**config.mk**
```make
export PLATFORM = sky130hd
export DESIGN_NAME = ripple_carry_adder
export DESIGN_NICKNAME = d
export VERILOG_FILES = /design/src/rtl/adder_pkg.sv /design/src/rtl/full_adder.sv /design/src/rtl/ripple_carry_adder.sv
export SDC_FILE = /design/constraint.sdc
export NUM_CORES = 1
export LEC_CHECK = 0
export ABC_AREA = 1
export ABC_CLOCK_PERIOD_IN_PS = 42000
export BUFFER_PORTS_ARGS = -buffer_cell sky130_fd_sc_hd__buf_2
export CAP_MARGIN = 20
export CORE_ASPECT_RATIO = 1.1
export CORE_UTILIZATION = 40
export DETAILED_ROUTE_END_ITERATION = 6
export PLACE_DENSITY = 0.95
export SLEW_MARGIN = 5
export SYNTH_ARGS = -nofsm -noshare
export SYNTH_HDL_FRONTEND = slang
export SYNTH_SLANG_ARGS = --single-unit
```
**constraint.sdc**
```tcl
create_clock -name vclk -period 42
set_input_delay 4.2 -clock vclk [all_inputs]
set_output_delay 4.2 -clock vclk [all_outputs]
set_load 0.02 [all_outputs]
```
**src/rtl/adder_pkg.sv**
```systemverilog
// Constants shared by the adder and multiplier library.
package adder_pkg;

    localparam int unsigned ADDER_DEFAULT_WIDTH = 32;

endpackage : adder_pkg

```
**src/rtl/full_adder.sv**
```systemverilog
// Single-bit full adder; one stage of the ripple carry chain.
module full_adder (
    input  logic a,
    input  logic b,
    input  logic cin,
    output logic s,
    output logic cout
);

    logic p;

    assign p    = a ^ b;
    assign s    = p ^ cin;
    assign cout = (a & b) | (cin & p);

endmodule : full_adder

```
**src/rtl/ripple_carry_adder.sv**
```systemverilog
// Two's-complement ripple-carry adder with carry-out, signed overflow flags and an
// optional output register stage.
module ripple_carry_adder
    import adder_pkg::*;
#(
    parameter int unsigned WIDTH   = ADDER_DEFAULT_WIDTH,
    parameter int unsigned REG_OUT = 0
) (
    input  logic             clk,
    input  logic             rst_n,
    input  logic [WIDTH-1:0] a,
    input  logic [WIDTH-1:0] b,
    input  logic             Cin,
    output logic [WIDTH-1:0] S,
    output logic             Cout,
    output logic             posOverflow,
    output logic             negOverflow
);

    logic [WIDTH:0]   carry;
    logic [WIDTH-1:0] sum_d;
    logic             cout_d;
    logic             pos_ovf_d;
    logic             neg_ovf_d;

    assign carry[0] = Cin;

    for (genvar i = 0; i < WIDTH; i++) begin : gen_fa
        full_adder u_fa (
            .a    (a[i]),
            .b    (b[i]),
            .cin  (carry[i]),
            .s    (sum_d[i]),
            .cout (carry[i+1])
        );
    end

    assign cout_d = carry[WIDTH];

    // Overflow only when both operands share a sign and the sum's sign differs.
    assign pos_ovf_d = ~a[WIDTH-1] & ~b[WIDTH-1] & sum_d[WIDTH-1];
    assign neg_ovf_d = a[WIDTH-1] & b[WIDTH-1] & ~sum_d[WIDTH-1];

    if (REG_OUT != 0) begin : gen_reg_out
        logic [WIDTH-1:0] sum_q;
        logic             cout_q;
        logic             pos_ovf_q;
        logic             neg_ovf_q;

        always_ff @(posedge clk or negedge rst_n) begin
            if (!rst_n) begin
                sum_q     <= '0;
                cout_q    <= 1'b0;
                pos_ovf_q <= 1'b0;
                neg_ovf_q <= 1'b0;
            end else begin
                sum_q     <= sum_d;
                cout_q    <= cout_d;
                pos_ovf_q <= pos_ovf_d;
                neg_ovf_q <= neg_ovf_d;
            end
        end

        assign S           = sum_q;
        assign Cout        = cout_q;
        assign posOverflow = pos_ovf_q;
        assign negOverflow = neg_ovf_q;
    end else begin : gen_comb_out
        // Clock and reset have no function in the combinational build.
        logic unused_clk_rst;
        assign unused_clk_rst = clk ^ rst_n;

        assign S           = sum_d;
        assign Cout        = cout_d;
        assign posOverflow = pos_ovf_d;
        assign negOverflow = neg_ovf_d;
    end

endmodule : ripple_carry_adder

```
==> results of run 1 <==
-- metal layers --
metal  vias up  wire (um)  global-route usage (%)  share of wire, %
li1        333          -                       -                 -
met1       337        751                   18.07                35
met2        76       1089                   33.56                51
met3         0        288                   3.161                14
met4         0          0                       0                 0
met5         -          0                       0                 0
-- area by class of cell --
class                      instances  area (um2)
fill                             206       996.0
inverter                          12       45.04
multi-input combinational         36       673.1
tap                               30       37.54
timing repair buffer             100       500.5
-- per-stage QoR --
step | hold slack [ps] | util (%) | instance area [um2]
finish | 8784 | 55.78 | 1256
global route | 8804 | 55.78 | 1256
CTS | 8786 | 55.78 | 1256
detailed placement | 8786 | 55.78 | 1256
global placement | 8778 | 55.78 | 1256
floorplan | 8660 | - | 958.4
-- worst max path at each step --
stage | end | depth (start not counted)
2_1_floorplan | posOverflow | 36
3_3_place_gp | posOverflow | 38
3_5_place_dp | posOverflow | 38
4_1_cts | posOverflow | 38
5_1_grt | posOverflow | 38
6_report | posOverflow | 38
-- logic make-up (layout without fill, tap and decap cells) --
| kind of cell | Yosys count | after routing | synth area share, % |
|---|---|---|---|
| buffers and inverters | 44 | 112 | 29.76 |
| adder cells (fa/ha/maj) | 34 | 34 | 69.45 |
| AND/OR/NAND/NOR | 2 | 2 | 0.7825 |
-- synthesized netlist by cell type --
library cell / n / area share [%]
fa_1: 32 / 67
inv_1: 12 / 4.7
nor2_1: 1 / 0.39
nand2_1: 1 / 0.39
buf_4: 32 / 25
ha_1: 2 / 2.6
-- power groups by stage --
stage / sequential, W / clock (W) / combinational, W
3_5_place_dp: 0 / 0 / 0.0000265
5_1_grt: 0 / 0 / 0.0000288
4_1_cts: 0 / 0 / 0.0000267
3_3_place_gp: 0 / 0 / 0.0000257
6_report: 0 / 0 / 0.0000262
2_1_floorplan: 0 / 0 / 0.0000235
-- critical path, delay by kind of cell --
family,cells,cell delay (ps)
simple gates,1,110
buf+inv,5,490
fa+ha+maj,32,12450
==> reports/metrics.cfg, run 1 <==
[worst_hold_path]
min_from = b[6]
hold_path_class = in -> out
hold_path_end = S[6]
holdPathStages = 3

[timing]
setup_viol = 0
fmax_mhz = 46.61
relSlewSlack_pct = 91.95
fin_ws_ps = 20540
fin_crit_sh_pct = 51.08
rsz0062_at_grt = no
finalHoldViolations = 0
finalCriticalPeriod_ps = 21460
slew_violations = 0
fin_tns_setup_ps = 0
worst_slew_pin_slew_ps = 121.6

[global_routing]
grt_usage_pct = 16.20
grt_start_max_net_pins = 4
grt_pass1_wl_um = 3132
overflow = 0
antenna_found_initial = 0
first_global_vias = 747

[routing]
wl_per_cell_um = 11.96
vias = 746
antenna_left = 0
drt_iter0_drc = 1
vias_per_cell = 4.191
drtPass1Iterations = 4
wl_um = 2129
route.detailed.drc = 0

[final_layout]
layout-drive-gt1-share_pct = 67.57
final_common_cell = buf_2
layout_common_cells = buf_2, fa_1, inv_1
final-seq-area_um2 = 0
clkbuf_count = 0
finalNonFillerCells = 178
nNetsFinal = 251
area_delta_synth_final_pct = 31.07
seq_cells = 0
antenna-diode-count = 0

[place]
routabilityCongestion = 0.8194
pre_cts_ws_ps = 20550
io_buffers = 100
dp_hpwl_um = 2105
post-place-cells = 178

[yosys]
yosys_warnings = 0
synthesis.instances = 80
synth.distinct_cells = 6
synth_fp_nets = 181
netlist_area_um2 = 958.4
ys_seq_area_share_pct = 0
synth_area_per_cell_um2 = 11.98

[pwr]
power.density_nw_per_um2 = 20.88
p_sw_w = 0.00001620
seq_power_share_pct = 0
peakVddDrop_v = 0.00001370
netSwitchingFraction_pct = 61.79
power.share.combinational_pct = 100.0
p_leak_nw = 0.7136
total_power_w = 0.00002623
pwr-share-clk_pct = 0
intPower_w = 0.00001002

[die]
fp.dieH_um = 53.34
io-pin-count = 102
die_w_um = 48.67
design.die.area_um2 = 2596
row_count = 18
initial_utilization_pct = 42.56
coreArea_um2 = 2252

[critical_path]
crit_top_cell = fa_1
crit_fanout = 3
cp_slowest_cell = fa_1
critPathLaunch = a[0]
required_ps = 37800
start_kind = input port
crit_type = in -> out
arrival_ps = 17260
end_kind = output pin
cpPeakStageDelay_ps = 440

[cts]
postCtsSetupBuffers = 0
postCtsHoldBufs = 0
ctsResizeCount = 0

[status]
status = complete, no violations

[job]
max_cap_viol_count = 0

Note: power is estimated with default switching activity, not from simulation.
==> run 2: changes to the inputs <==
Settings changed: ABC_CLOCK_PERIOD_IN_PS 42000 to 18100, CORE_UTILIZATION 40 to 33, PLACE_DENSITY 0.95 to 0.9.
Clock period 42 ns to 18.1 ns, I/O delays scaled along.
==> run 2 against run 1 <==
  * Critical path depth unchanged
  * Non-clock buffer count stayed put
  * Flip-flop and latch count unchanged
  * Count of clock-buffer cells in the layout is the same
  * Final cell count up 1.7%
  * Sequential share of layout area stayed put
==> reports/metrics.cfg, run 2 (synthesized netlist as in run 1, its figures left out) <==
[status]
status = complete, no violations

[place]
pre_cts_ws_ps = 1518
routabilityCongestion = 0.7251
io_buffers = 100
dp_hpwl_um = 1855

[pwr]
intPower_w = 0.00002293
pwr-share-clk_pct = 0
netSwitchingFraction_pct = 61.69
p_leak_nw = 0.7136
power.share.combinational_pct = 100.0
seq_power_share_pct = 0
peakVddDrop_v = 0.00003226
power.density_nw_per_um2 = 47.51
p_sw_w = 0.00003693

[global_routing]
grt_start_max_net_pins = 4
antenna_found_initial = 0
grt_usage_pct = 10.93
first_global_vias = 780
grt_pass1_wl_um = 2642
overflow = 0

[timing]
slew_violations = 0
fin_ws_ps = 1519
fin_tns_setup_ps = 0
fin_crit_sh_pct = 91.61
rsz0062_at_grt = no
finalHoldViolations = 0
finalCriticalPeriod_ps = 16580
fmax_mhz = 60.31
setup_viol = 0
whs_ps = 4002
worst_slew_pin_slew_ps = 112.1
relSlewSlack_pct = 92.52

[critical_path]
crit_cells = 38
cp_top_family = adder cells
critical_path.endpoint = posOverflow
end_kind = output pin
start_kind = input port
crit_top_cell = fa_1
critPathLaunch = a[0]
critPathBufInv = 5
crit_type = in -> out
cpPeakStageDelay_ps = 450
crit_fanout = 3
arrival_ps = 14770
required_ps = 16290
cp_slowest_cell = fa_1

[die]
die_w_um = 53.39
coreArea_um2 = 2753
initial_utilization_pct = 34.82
fp.dieH_um = 58.52
row_count = 20
design.die.area_um2 = 3124
io-pin-count = 102

[final_layout]
final-seq-area_um2 = 0
clkbuf_count = 0
seq_cells = 0
layout_common_cells = buf_2, fa_1, inv_1
final_common_cell = buf_2
antenna-diode-count = 0
nNetsFinal = 251
layout-drive-gt1-share_pct = 67.57
final_util_pct = 45.77
fill_cells = 267
multi_input_area_um2 = 673.1
area_delta_synth_final_pct = 31.46

[cts]
postCtsHoldBufs = 0
postCtsSetupBuffers = 0
ctsResizeCount = 0

[routing]
wl_met1_um = 459
dr_wl_met2_um = 1035
antenna_left = 0
drtPass1Iterations = 4
wl_met3_um = 360
vias_per_cell = 4.188
wl_um = 1855
wl_per_cell_um = 10.25
top_layer = met3
route.detailed.drc = 0
vias = 758
drt_iter0_drc = 1

[worst_hold_path]
hold_path_class = in -> out

[job]
max_cap_viol_count = 0

[run 2: worst min-delay path by stage]
stage	slack, ps	end	start	cells past startpoint
after floorplan	3880	S[0]	Cin	2
after global placement	4000	S[0]	Cin	3
after detailed placement	4010	S[0]	Cin	3
after CTS	4010	S[24]	b[24]	3
after global routing	4020	S[12]	b[12]	3
final	4000	S[0]	Cin	3
[run 2: routing by layer]
metal | GRT usage (%) | up-vias
met3 | 1.550 | 0
met2 | 26.43 | 78
met5 | 0 | -
met4 | 0 | 0
li1 | - | 332
met1 | 8.388 | 348
[run 2: area by class of cell]
cell class / count / area share [%]
multi-input combinational: 36 / 53.43
timing repair buffer: 100 / 39.72
tap: 33 / 3.277
inverter: 12 / 3.575
[run 2: power by group through the flow]
stage	registers [W]	clock network (W)	logic [W]
3_5_place_dp	0	0	0.0000609
5_1_grt	0	0	0.0000669
3_3_place_gp	0	0	0.0000588
2_1_floorplan	0	0	0.0000545
4_1_cts	0	0	0.0000611
6_report	0	0	0.0000599
[run 2: through the flow]
step	cells	power, W	instance area, um2
floorplan	80	0.00005448	958.4
global placement	181	0.00005876	1260
detailed placement	181	0.00006087	1260
CTS	181	0.00006109	1260
global route	181	0.00006691	1260
finish	181	0.00005986	1260
==> run 3: changes to the inputs <==
Settings changed: CORE_ASPECT_RATIO 1.1 to not set.
==> run 3 against run 2 <==
  * Wire length grew 6.1%
  * Count of clock-buffer cells in the layout did not move
  * Maximum frequency is 0.34% lower
  * Sequential share of layout area is the same
  * Flip-flop and latch count stayed put
  * Largest cell class unchanged
==> reports/metrics.cfg, run 3 (synthesized netlist as in run 1, its figures left out) <==
[final_layout]
fill_cells = 249
final-seq-area_um2 = 0
nNetsFinal = 251
final_util_pct = 45.60
clkbuf_count = 0
layout-drive-gt1-share_pct = 67.57
final_common_cell = buf_2
layout_common_cells = buf_2, fa_1, inv_1
seq_cells = 0
area_delta_synth_final_pct = 31.20
antenna-diode-count = 0

[global_routing]
first_global_vias = 863
antenna_found_initial = 0
grt_pass1_wl_um = 3374
grt_usage_pct = 13.58
grt_start_max_net_pins = 4
overflow = 0

[routing]
vias = 767
drtPass1Iterations = 2
wl_um = 1968
wl_per_cell_um = 10.99
route.detailed.drc = 0
antenna_left = 0
drt_iter0_drc = 5
vias_per_cell = 4.285

[cts]
postCtsHoldBufs = 0
ctsResizeCount = 0
postCtsSetupBuffers = 0

[worst_hold_path]
hold_path_end = S[0]
min_from = Cin
hold_path_class = in -> out
holdPathStages = 3

[timing]
finalCriticalPeriod_ps = 16640
fin_crit_sh_pct = 91.92
setup_viol = 0
fmax_mhz = 60.11
finalHoldViolations = 0
rsz0062_at_grt = no
relSlewSlack_pct = 91.91
slew_violations = 0
fin_tns_setup_ps = 0
worst_slew_pin_slew_ps = 122.3

[critical_path]
crit_type = in -> out
cp_slowest_cell = fa_1
critPathBufInv = 5
cp_top_family = adder cells
cpPeakStageDelay_ps = 440
required_ps = 16290
crit_top_cell = fa_1
end_kind = output pin
crit_fanout = 3
arrival_ps = 14830
start_kind = input port

[pwr]
peakVddDrop_v = 0.00003213
p_leak_nw = 0.7136
power.density_nw_per_um2 = 47.82

[die]
io-pin-count = 102
coreArea_um2 = 2758
die_w_um = 55.89
row_count = 19
design.die.area_um2 = 3124
initial_utilization_pct = 34.75
fp.dieH_um = 55.89

[place]
dp_hpwl_um = 1979
routabilityCongestion = 0.7442
io_buffers = 100

[status]
status = complete, no violations

[job]
max_cap_viol_count = 0

==> run 3: cell counts in the layout (fill, tap and decap cells not counted) <==
Identical to the previous run, type by type.
==> run 3: routing by layer <==
layer / track usage, % / vias to the layer above / routed length [um]
met2: 29.26 / 82 / 1040
li1: - / 332 / -
met1: 13.09 / 349 / 576
met5: 0 / - / 0
met4: 2.091 / 0 / 33
met3: 2.558 / 4 / 317
==> run 3: stage by stage <==
step             power, W  cells  setup WS [ps]  hold WS [ps]  instance area (um2)
3_5_place_dp   0.00006111    179           1450          3998                 1257
3_3_place_gp   0.00006002    179           1523          4000                 1257
4_1_cts        0.00006134    179           1439          3998                 1257
6_report       0.00006013    179           1463          3993                 1257
2_1_floorplan  0.00005448     80           2034          3880                958.4
5_1_grt        0.00006666    179          955.0          4014                 1257
==> run 3: final cells by class <==
type | instances | area, um2 | area share (%)
multi-input combinational | 36 | 673.1 | 53.53
timing repair buffer | 100 | 500.5 | 39.80
inverter | 12 | 45.04 | 3.582
tap | 31 | 38.79 | 3.085
==> run 3: where the power goes <==
group | switching [W] | internal [W] | total, W
sequential | 0 | 0 | 0
combinational | 0.0000370 | 0.0000231 | 0.0000601
clock | 0 | 0 | 0
total | 0.0000370 | 0.0000231 | 0.0000601
==> run 3: worst max path at each step <==
stage | from | end | slack, ps | cells after the start
after floorplan | a[0] | posOverflow | 2030 | 36
after global placement | a[0] | posOverflow | 1520 | 38
after detailed placement | a[0] | posOverflow | 1450 | 38
after CTS | a[0] | posOverflow | 1440 | 38
after global routing | a[0] | negOverflow | 960 | 39
final | a[0] | posOverflow | 1460 | 38
==> run 3: worst min-delay path: stages <==
cell and delay [ps]:
buf_2 80, fa_1 140, buf_2 150
